[src/rtl/mips_rf_pkg.sv]
// Shared constants for the register-file writeback path.
// Latency: n/a (constants only).
// Backpressure: n/a.
package mips_rf_pkg;

    localparam int ADDR_W = 5;
    localparam int DATA_W = 32;

    localparam logic [4:0] REG_ZERO = 5'd0;

    // Writeback requester indices on the arbiter
    localparam int WB_ALU    = 0;
    localparam int WB_LOAD   = 1;
    localparam int WB_MULDIV = 2;

endpackage

[src/rtl/regfile_wb_arbiter_rr_arbiter.sv]
// Round-robin arbiter: one-hot grant to the first request at or after ptr, cyclically.
// Latency: purely combinational.
// Backpressure: a request without grant simply waits; at most one grant bit is high.
// Ports: req_i (request vector), ptr_i (priority pointer), gnt_o (one-hot), gnt_idx_o (encoded grant).
module rr_arbiter #(
    parameter int N  = 3,
    parameter int IW = (N > 1) ? $clog2(N) : 1
) (
    input  logic [N-1:0]  req_i,
    input  logic [IW-1:0] ptr_i,
    output logic [N-1:0]  gnt_o,
    output logic [IW-1:0] gnt_idx_o
);

    logic found;

    // Two passes instead of modular index arithmetic: first look at indices
    // at or above the pointer, then wrap around to the low indices.
    always_comb begin
        gnt_o     = '0;
        gnt_idx_o = '0;
        found     = 1'b0;
        for (int i = 0; i < N; i++) begin
            if (!found && req_i[i] && (IW'(i) >= ptr_i)) begin
                gnt_o[i]  = 1'b1;
                gnt_idx_o = IW'(i);
                found     = 1'b1;
            end
        end
        for (int i = 0; i < N; i++) begin
            if (!found && req_i[i]) begin
                gnt_o[i]  = 1'b1;
                gnt_idx_o = IW'(i);
                found     = 1'b1;
            end
        end
    end

endmodule

[src/rtl/regfile_wb_arbiter.sv]
// Shares the register bank write port among N_REQ writeback sources and tracks pending writes for RAW stalls.
// Latency: 1 cycle from handshake to regWriteFlag/wAddr/wrData; sustains one write per cycle.
// Backpressure: req_ready is a combinational one-hot round-robin grant; losers hold valid until granted.
// Ports: req_valid/req_addr/req_data/req_ready (requesters), wAddr/wrData/regWriteFlag (bank),
//        issue_valid/issue_addr (decode producer), rs_addr/rt_addr -> rs_busy/rt_busy, err_wb (sticky error).
module regfile_wb_arbiter #(
    parameter int N_REQ  = 3,
    parameter int ADDR_W = mips_rf_pkg::ADDR_W,
    parameter int DATA_W = mips_rf_pkg::DATA_W
) (
    input  logic                    clk,
    input  logic                    rst_n,
    input  logic [N_REQ-1:0]        req_valid,
    input  logic [N_REQ*ADDR_W-1:0] req_addr,
    input  logic [N_REQ*DATA_W-1:0] req_data,
    output logic [N_REQ-1:0]        req_ready,
    output logic [ADDR_W-1:0]       wAddr,
    output logic [DATA_W-1:0]       wrData,
    output logic                    regWriteFlag,
    input  logic                    issue_valid,
    input  logic [ADDR_W-1:0]       issue_addr,
    input  logic [ADDR_W-1:0]       rs_addr,
    input  logic [ADDR_W-1:0]       rt_addr,
    output logic                    rs_busy,
    output logic                    rt_busy,
    output logic                    err_wb
);

    import mips_rf_pkg::*;

    localparam int IW   = (N_REQ > 1) ? $clog2(N_REQ) : 1;
    localparam int NREG = 1 << ADDR_W;
    localparam logic [ADDR_W-1:0] ZERO_A = ADDR_W'(REG_ZERO);

    logic [N_REQ-1:0]  gnt;
    logic [IW-1:0]     gnt_idx;
    logic [IW-1:0]     rr_ptr_q, rr_ptr_d;
    logic              hs;
    logic [ADDR_W-1:0] sel_addr;
    logic [DATA_W-1:0] sel_data;
    logic              wflag_q, wflag_d;
    logic [ADDR_W-1:0] waddr_q, waddr_d;
    logic [DATA_W-1:0] wdata_q, wdata_d;
    logic [NREG-1:0]   pending_q, pending_d;
    logic              err_q, err_d;

    rr_arbiter #(.N(N_REQ), .IW(IW)) u_rr (
        .req_i     (req_valid),
        .ptr_i     (rr_ptr_q),
        .gnt_o     (gnt),
        .gnt_idx_o (gnt_idx)
    );

    // No grants may escape while the block is held in reset.
    assign req_ready = rst_n ? gnt : '0;
    assign hs        = |(req_valid & req_ready);

    // One-hot grant selects the winner's address/data.
    always_comb begin
        sel_addr = '0;
        sel_data = '0;
        for (int i = 0; i < N_REQ; i++) begin
            if (gnt[i]) begin
                sel_addr = req_addr[i*ADDR_W +: ADDR_W];
                sel_data = req_data[i*DATA_W +: DATA_W];
            end
        end
    end

    always_comb begin
        rr_ptr_d  = rr_ptr_q;
        wflag_d   = 1'b0;
        waddr_d   = waddr_q;
        wdata_d   = wdata_q;
        pending_d = pending_q;
        err_d     = err_q;
        if (hs) begin
            rr_ptr_d = (gnt_idx == IW'(N_REQ - 1)) ? '0 : gnt_idx + IW'(1);
            waddr_d  = sel_addr;
            wdata_d  = sel_data;
            wflag_d  = (sel_addr != ZERO_A);
            if (sel_addr != ZERO_A) begin
                pending_d[sel_addr] = 1'b0;
                if (!pending_q[sel_addr]) begin
                    err_d = 1'b1;
                end
            end
        end
        // Set after clear: a newly issued producer to the same register
        // keeps it busy even as the older value lands.
        if (issue_valid && (issue_addr != ZERO_A)) begin
            pending_d[issue_addr] = 1'b1;
        end
        pending_d[0] = 1'b0;
    end

    always_ff @(posedge clk or negedge rst_n) begin
        if (!rst_n) begin
            rr_ptr_q  <= '0;
            wflag_q   <= 1'b0;
            waddr_q   <= '0;
            wdata_q   <= '0;
            pending_q <= '0;
            err_q     <= 1'b0;
        end else begin
            rr_ptr_q  <= rr_ptr_d;
            wflag_q   <= wflag_d;
            waddr_q   <= waddr_d;
            wdata_q   <= wdata_d;
            pending_q <= pending_d;
            err_q     <= err_d;
        end
    end

    assign regWriteFlag = wflag_q;
    assign wAddr        = waddr_q;
    assign wrData       = wdata_q;
    assign err_wb       = err_q;
    assign rs_busy      = pending_q[rs_addr];
    assign rt_busy      = pending_q[rt_addr];

endmodule

[config.mk]
export PLATFORM = sky130hd
export DESIGN_NAME = regfile_wb_arbiter
export DESIGN_NICKNAME = d
export VERILOG_FILES = /design/src/rtl/mips_rf_pkg.sv /design/src/rtl/regfile_wb_arbiter_rr_arbiter.sv /design/src/rtl/regfile_wb_arbiter.sv
export SDC_FILE = /design/constraint.sdc
export NUM_CORES = 1
export LEC_CHECK = 0
export CORE_ASPECT_RATIO = 1.5
export CORE_MARGIN = 4
export CORE_UTILIZATION = 35
export CTS_CLUSTER_DIAMETER = 50
export CTS_CLUSTER_SIZE = 40
export DETAILED_ROUTE_END_ITERATION = 10
export PLACE_DENSITY = 0.68
export SETUP_SLACK_MARGIN = 0.2
export SLEW_MARGIN = 20
export SYNTH_ARGS = -nofsm -noshare
export SYNTH_HDL_FRONTEND = slang
export SYNTH_SLANG_ARGS = --single-unit
[constraint.sdc]
create_clock -name clk -period 6.6 [get_ports clk]
set_input_delay 0.99 -clock clk [delete_from_list [all_inputs] [get_ports clk]]
set_output_delay 0.99 -clock clk [all_outputs]
set_load 0.02 [all_outputs]
==> metrics, run 1 <==
GP Congestion 0.9711; RSZ-0062 raised after global routing false; WL/cell 21.18 microns; clk sinks 72; Lkg Pwr 2.421 nW; port bufs 175; 1st-iter DRT viols 320; Final Setup Violations 0; Clk Latency, worst-skew pair 0.33 ns; CP most frequent cell clkdlybuf4s50_1; FP Rows 48; number of global-route vias before repair 4453; Clock Skew 0.005986 ns; number of flops mapped to enable cells by yosys 0; global-route wire length before repair 24620 microns; placed cell count 724; Slew headroom 31.18%; max incr delay on CP 0.84 ns; Tightest Pin Transition 1.032 ns; number of distinct library cells after synthesis 52; CP max FO 32; CP Cell Sequence clkdlybuf4s50_1, nand3b_1, o211a_1, and2_1, clkdlybuf4s50_1; CP Capture Type output port; 1st-pass router iterations 7; Hold Path Class reg -> reg; largest net degree at the start of global routing 67; grt ovf 0; hold_buf cts 0; starting density of the core 35.92%; slowest CP cell o211a_1; synth-to-layout area growth 52.60%; Tcrit/Tclk final 70.02%; syn_area_per_cell 9.791 sq um; CP required 5.61 ns; CTS buffer count 9; startpoint types input port; # fillers 1030; pwr dens 428.5 nW/um^2; Mapped Cells 423; sequential fraction of the synthesis area 43.50%; CP arrival 3.63 ns; WL final 15680 microns; FMAX 216.4 MHz; CTS root buf clkbuf_16; Clock Path Buffers 2; setup TNS 0 ns; DPL Wire Length 12170 microns; Main synth FF type dfrtp_1; Synthesized Nets 555; detailed-route via count 4370; Antenna Cells 0; Crit Path Category in -> out; Slew Limit Fails 0; Peak VDD IR 0.1923 mV; GRT Util Overall 22.95%; vias per cell 5.905; Cell Area, Synth 4141 sq um; antenna-violating nets left 0; initial antenna violation count 0; H-Tree Depth 3; post-synthesis register bit count 72; ys async rst share 100.0%; final-stage net count 717; crit path time final 4.622 ns; Setup Fix Bufs, Post-CTS 0; Worst Path Buf+Inv 2; Finished Layout Cells 740; Die Height 141.2 microns; width of the die 96.82 microns; clk slew on worst S/H paths 0.05 ns; Ys Warns 0; Max Cap Viol 0; Hold Fails Final Rpt 0; # resized after CTS 0; Core Area 11530 sq um; Crit path max-delay family buffers and inverters; status completed; DRC 0; die area 13670 sq um; share of cells above drive strength 1 8.644%; Boundary Pins 176; CTS tree built
path summary, 6_finish.rpt:
| kind | startpoint | slack [ns] | depth (start not counted) | end |
|---|---|---|---|---|
| max | req_valid[1] | 1.98 | 5 | req_ready[0] |
| min | wAddr[4] | 0.49 | 2 | wAddr[4] |
| max reg2reg | rr_ptr_q[1] | 3.21 | 7 | pending_q[14] |
| min reg2reg | wAddr[4] | 0.49 | 2 | wAddr[4] |
| max in group asynchronous | rst_n | 5.08 | 2 | pending_q[8] |
| min in group asynchronous | rst_n | 0.58 | 1 | wrData[5] |
flip-flops by register name, indices dropped and copies added, names as in the netlist:
name and cells:
rr_ptr_q 2, wrData 32, regWriteFlag 1, pending_q 31, wAddr 5, err_wb 1
per-layer routing:
metal	up-vias	part of all wire (%)	global-route usage, %
met2	252	53	41.16
li1	1979	-	-
met1	2091	35	24.44
met4	0	4.6	11.76
met5	-	0	0
met3	48	7.8	6.436
layout by cell type (no fill, tap or decap), types with 5 or more instances in the layout:
master             n
a222oi_1          29
clkbuf_16          9
clkdlybuf4s50_1  174
nand3_1           15
a21oi_1           34
or3_1              7
mux2i_1            9
buf_4              6
dfrtp_1           72
nand2_1           32
a221oi_1           5
o21ai_0           65
nor3_1             6
nor2_1            42
mux4_2            18
cells in the mapped netlist (all sizes together) (2+ instances only):
cell     n  area, sq um
and2     5        31.28
mux4    18        405.4
a32o     2        20.02
nor2    42        157.7
a21oi   34        170.2
nor2b    5        33.78
a211o    2        17.52
inv      4        15.01
clkbuf  21        78.83
buf      8        41.28
o21ai   66        334.1
o31a     2        17.52
a221oi   5        43.79
nand2   32        120.1
nand3   15        75.07
or3      8        50.05
mux2i    9        90.09
dfrtp   72         1802
and3     3        18.77
a21o     2        15.01
a222oi  29        290.3
o41ai    2        25.03
mux2     4        45.04
o22ai    2        12.51
nor3     6        30.03
a22oi    2        15.01
nand2b   3        18.77
or2      2        12.51
cell type report:
class,instances,area [sq um],share of cell area [%]
clock buffer,11,242.7,3.841
clock inverter,5,80.08,1.267
inverter,4,15.01,0.2376
multi-input combinational,318,2206,34.90
sequential,72,1802,28.51
tap,150,187.7,2.970
timing repair buffer,180,1787,28.27
per-stage QoR:
stage | cell area (sq um) | hold WS (ns) | utilization (%) | power, mW | worst slack [ns]
5_1_grt | 6320 | 0.5273 | 54.81 | 2.878 | 1.793
3_5_place_dp | 5997 | 0.4805 | 52.01 | 2.197 | 1.918
3_3_place_gp | 5997 | 0.4660 | 52.01 | 2.167 | 1.995
4_1_cts | 6320 | 0.4975 | 54.81 | 2.725 | 1.918
2_1_floorplan | 4141 | 0.4940 | - | 1.582 | 2.916
6_report | 6320 | 0.4900 | 54.81 | 2.708 | 1.978
tightest hold or removal path, delay by kind of cell, from the launching register on:
| kind | cells | cell delay [ns] |
|---|---|---|
| flip-flops | 1 | 0.35 |
| AO/OA/AOI/OAI | 1 | 0.06 |
| AND/OR/NAND/NOR | 1 | 0.05 |
kinds of logic after synthesis:
kind of cell	synth area share [%]
muxes	13.05
and+or+nand+nor	13.96
buffers and inverters	3.263
DFF	43.50
AOI/OAI and AO/OA	26.01
xor gates and xnor gates	0.2115
power by group:
part | total (mW) | switching [mW] | internal, mW
registers | 0.893 | 0.232 | 0.661
logic | 1.29 | 0.675 | 0.619
clock network | 0.521 | 0.181 | 0.340
(Power assumes the default switching activity.)
==> inputs of run 2 (changes only) <==
PLACE_DENSITY = 0.71   (was 0.68)
clock period = 4.25 ns   (was 6.6 ns; I/O delays follow)
==> run 2 against run 1 <==
Effect of this change:
- first-iteration DRC count is 12% lower
- clock-buffer cell count is 1 higher
- clock skew is 0.0030 ns higher
- critical endpoint is now rs_busy
- sequential share of layout area is 0.085 points higher
- clock power is 41% higher
- largest cell class unchanged
- final area is 0.30% lower
- setup slack worse by 1.7 ns
- utilization is 0.16 points lower
- non-clock buffer count is 2 higher
==> metrics, run 2 (same netlist as run 1, synthesis figures left out) <==
status completed; Worst Path Buf+Inv 2 (unchanged); GP Congestion 0.9608 (-1.1%); crit path time final 3.939 ns; Finished Layout Cells 741 (+0.14%); DPL Wire Length 12100 microns (-0.57%); Clk Latency, worst-skew pair 0.33 ns (about the same); starting density of the core 35.92% (unchanged); setup TNS 0 ns (unchanged); Die Height 141.2 microns (unchanged); detailed-route via count 4317 (-1.2%); Setup Fix Bufs, Post-CTS 0 (unchanged); max incr delay on CP 0.77 ns (-0.07 ns); CTS root buf clkbuf_16; initial antenna violation count 0 (unchanged); Core Area 11530 sq um (unchanged); Max Cap Viol 0 (unchanged); Lkg Pwr 2.418 nW (-0.14%); Slew headroom 49.43% (+18 points); Peak VDD IR 0.3425 mV (+78%); share of cells above drive strength 1 8.629% (-0.015 points); die area 13670 sq um (unchanged); RSZ-0062 raised after global routing false; vias per cell 5.826 (-1.3%); # resized after CTS 0 (unchanged); WHS 0.1762 ns (-0.3137 ns); Antenna Cells 0 (unchanged); CP required 3.61 ns (-2.00 ns); 1st-pass router iterations 5 (-2); FP Rows 48 (unchanged); CP Cell Sequence clkdlybuf4s50_1, mux4_2, mux4_2, mux2_2, clkdlybuf4s50_1; CP arrival 3.30 ns (-0.33 ns); Tcrit/Tclk final 92.69%; CTS buffer count 9 (unchanged); startpoint types input port; WL/cell 20.86 microns (-1.5%); grt ovf 0 (unchanged); slowest CP cell clkdlybuf4s50_1; clk slew on worst S/H paths 0.06 ns (about the same); hold_buf cts 0 (unchanged); Crit Path Category in -> out; Critical Path Source rs_addr[1]; Boundary Pins 176 (unchanged); Hold Path Class in -> async; Clock Path Buffers 2 (unchanged); max reg flops 32 (unchanged); CP max FO 9 (-72%); most common cell after layout, fill and taps aside clkdlybuf4s50_1; Critical R2R Launch rr_ptr_q[1]; Final Setup Violations 0 (unchanged); Clock Skew 0.009015 ns (+0.003029 ns); CTS tree built; DP Worst Slack 0.2989 ns (-1.619 ns); H-Tree Depth 3 (unchanged); number of global-route vias before repair 4498 (+1.0%); synth-to-layout area growth 52.14%; Hold Fails Final Rpt 0 (unchanged); WL final 15460 microns (-1.4%); clk sinks 72 (unchanged); pwr dens 656.1 nW/um^2 (+53%); width of the die 96.82 microns (unchanged); Slew Limit Fails 0 (unchanged); Tightest Pin Transition 0.7585 ns (-0.2738 ns); placed cell count 726 (+0.28%); largest net degree at the start of global routing 62 (-7.5%); CP Capture Type output port; Crit path max-delay family buffers and inverters; 1st-iter DRT viols 283 (-12%); antenna-violating nets left 0 (unchanged); Worst Setup Slack, final 0.3106 ns (-1.668 ns); global-route wire length before repair 24040 microns (-2.4%); GRT Util Overall 22.18% (-0.77 points); Core Util, Final 54.64% (-0.16 points); leading cell types in the layout, fill and taps excluded clkdlybuf4s50_1 (174), dfrtp_1 (72), o21ai_0 (65); final-stage net count 719 (+0.28%); port bufs 175 (unchanged); FMAX 253.8 MHz; DRC 0 (unchanged)
==> run 2: layout make-up <==
type                    count  area (sq um)
repair buffers            182          1802
flip-flops and latches     72          1802
inverters                   4         15.01
clock buffers              12         246.5
clock inverters             3         42.54
well taps                 150         187.7
fillers                  1056          5230
multi-input cells         318          2206
==> run 2: path summary, 6_finish.rpt <==
| check | end | slack [ns] | cells past startpoint |
|---|---|---|---|
| max | rs_busy | 0.31 | 5 |
| min | pending_q[12] | 0.18 | 1 |
| max reg2reg | err_wb | 1.30 | 9 |
| min reg2reg | err_wb | 0.50 | 2 |
| max in group asynchronous | wrData[23] | 3.05 | 2 |
| min in group clk | err_wb | 0.50 | 2 |
==> run 2: worst reg2reg max path, delay by kind of cell, from the launching register on <==
family | cells | cell delay, ns
AO/OA/AOI/OAI | 5 | 1.44
buffers and inverters | 2 | 0.51
flip-flops | 1 | 0.46
AND/OR/NAND/NOR | 2 | 0.44
==> run 2: power breakdown <==
part	internal [mW]	leakage (nW)	switching (mW)
clock network	0.466	0.139	0.268
logic	0.969	1.44	1.04
registers	1.03	0.843	0.359
==> run 2: routing by layer <==
layer / up-vias / part of all wire (%) / track usage [%]
li1: 1977 / - / -
met1: 2092 / 35 / 22.85
met2: 207 / 54 / 41.45
met3: 41 / 7.1 / 5.743
met4: 0 / 3.3 / 10.50
met5: - / 0 / 0
==> run 2: metrics by stage <==
stage	cell area (sq um)	power [mW]
floorplan	4141	2.456
global placement	6012	3.362
detailed placement	6012	3.405
CTS	6301	4.157
global route	6301	4.384
finish	6301	4.134
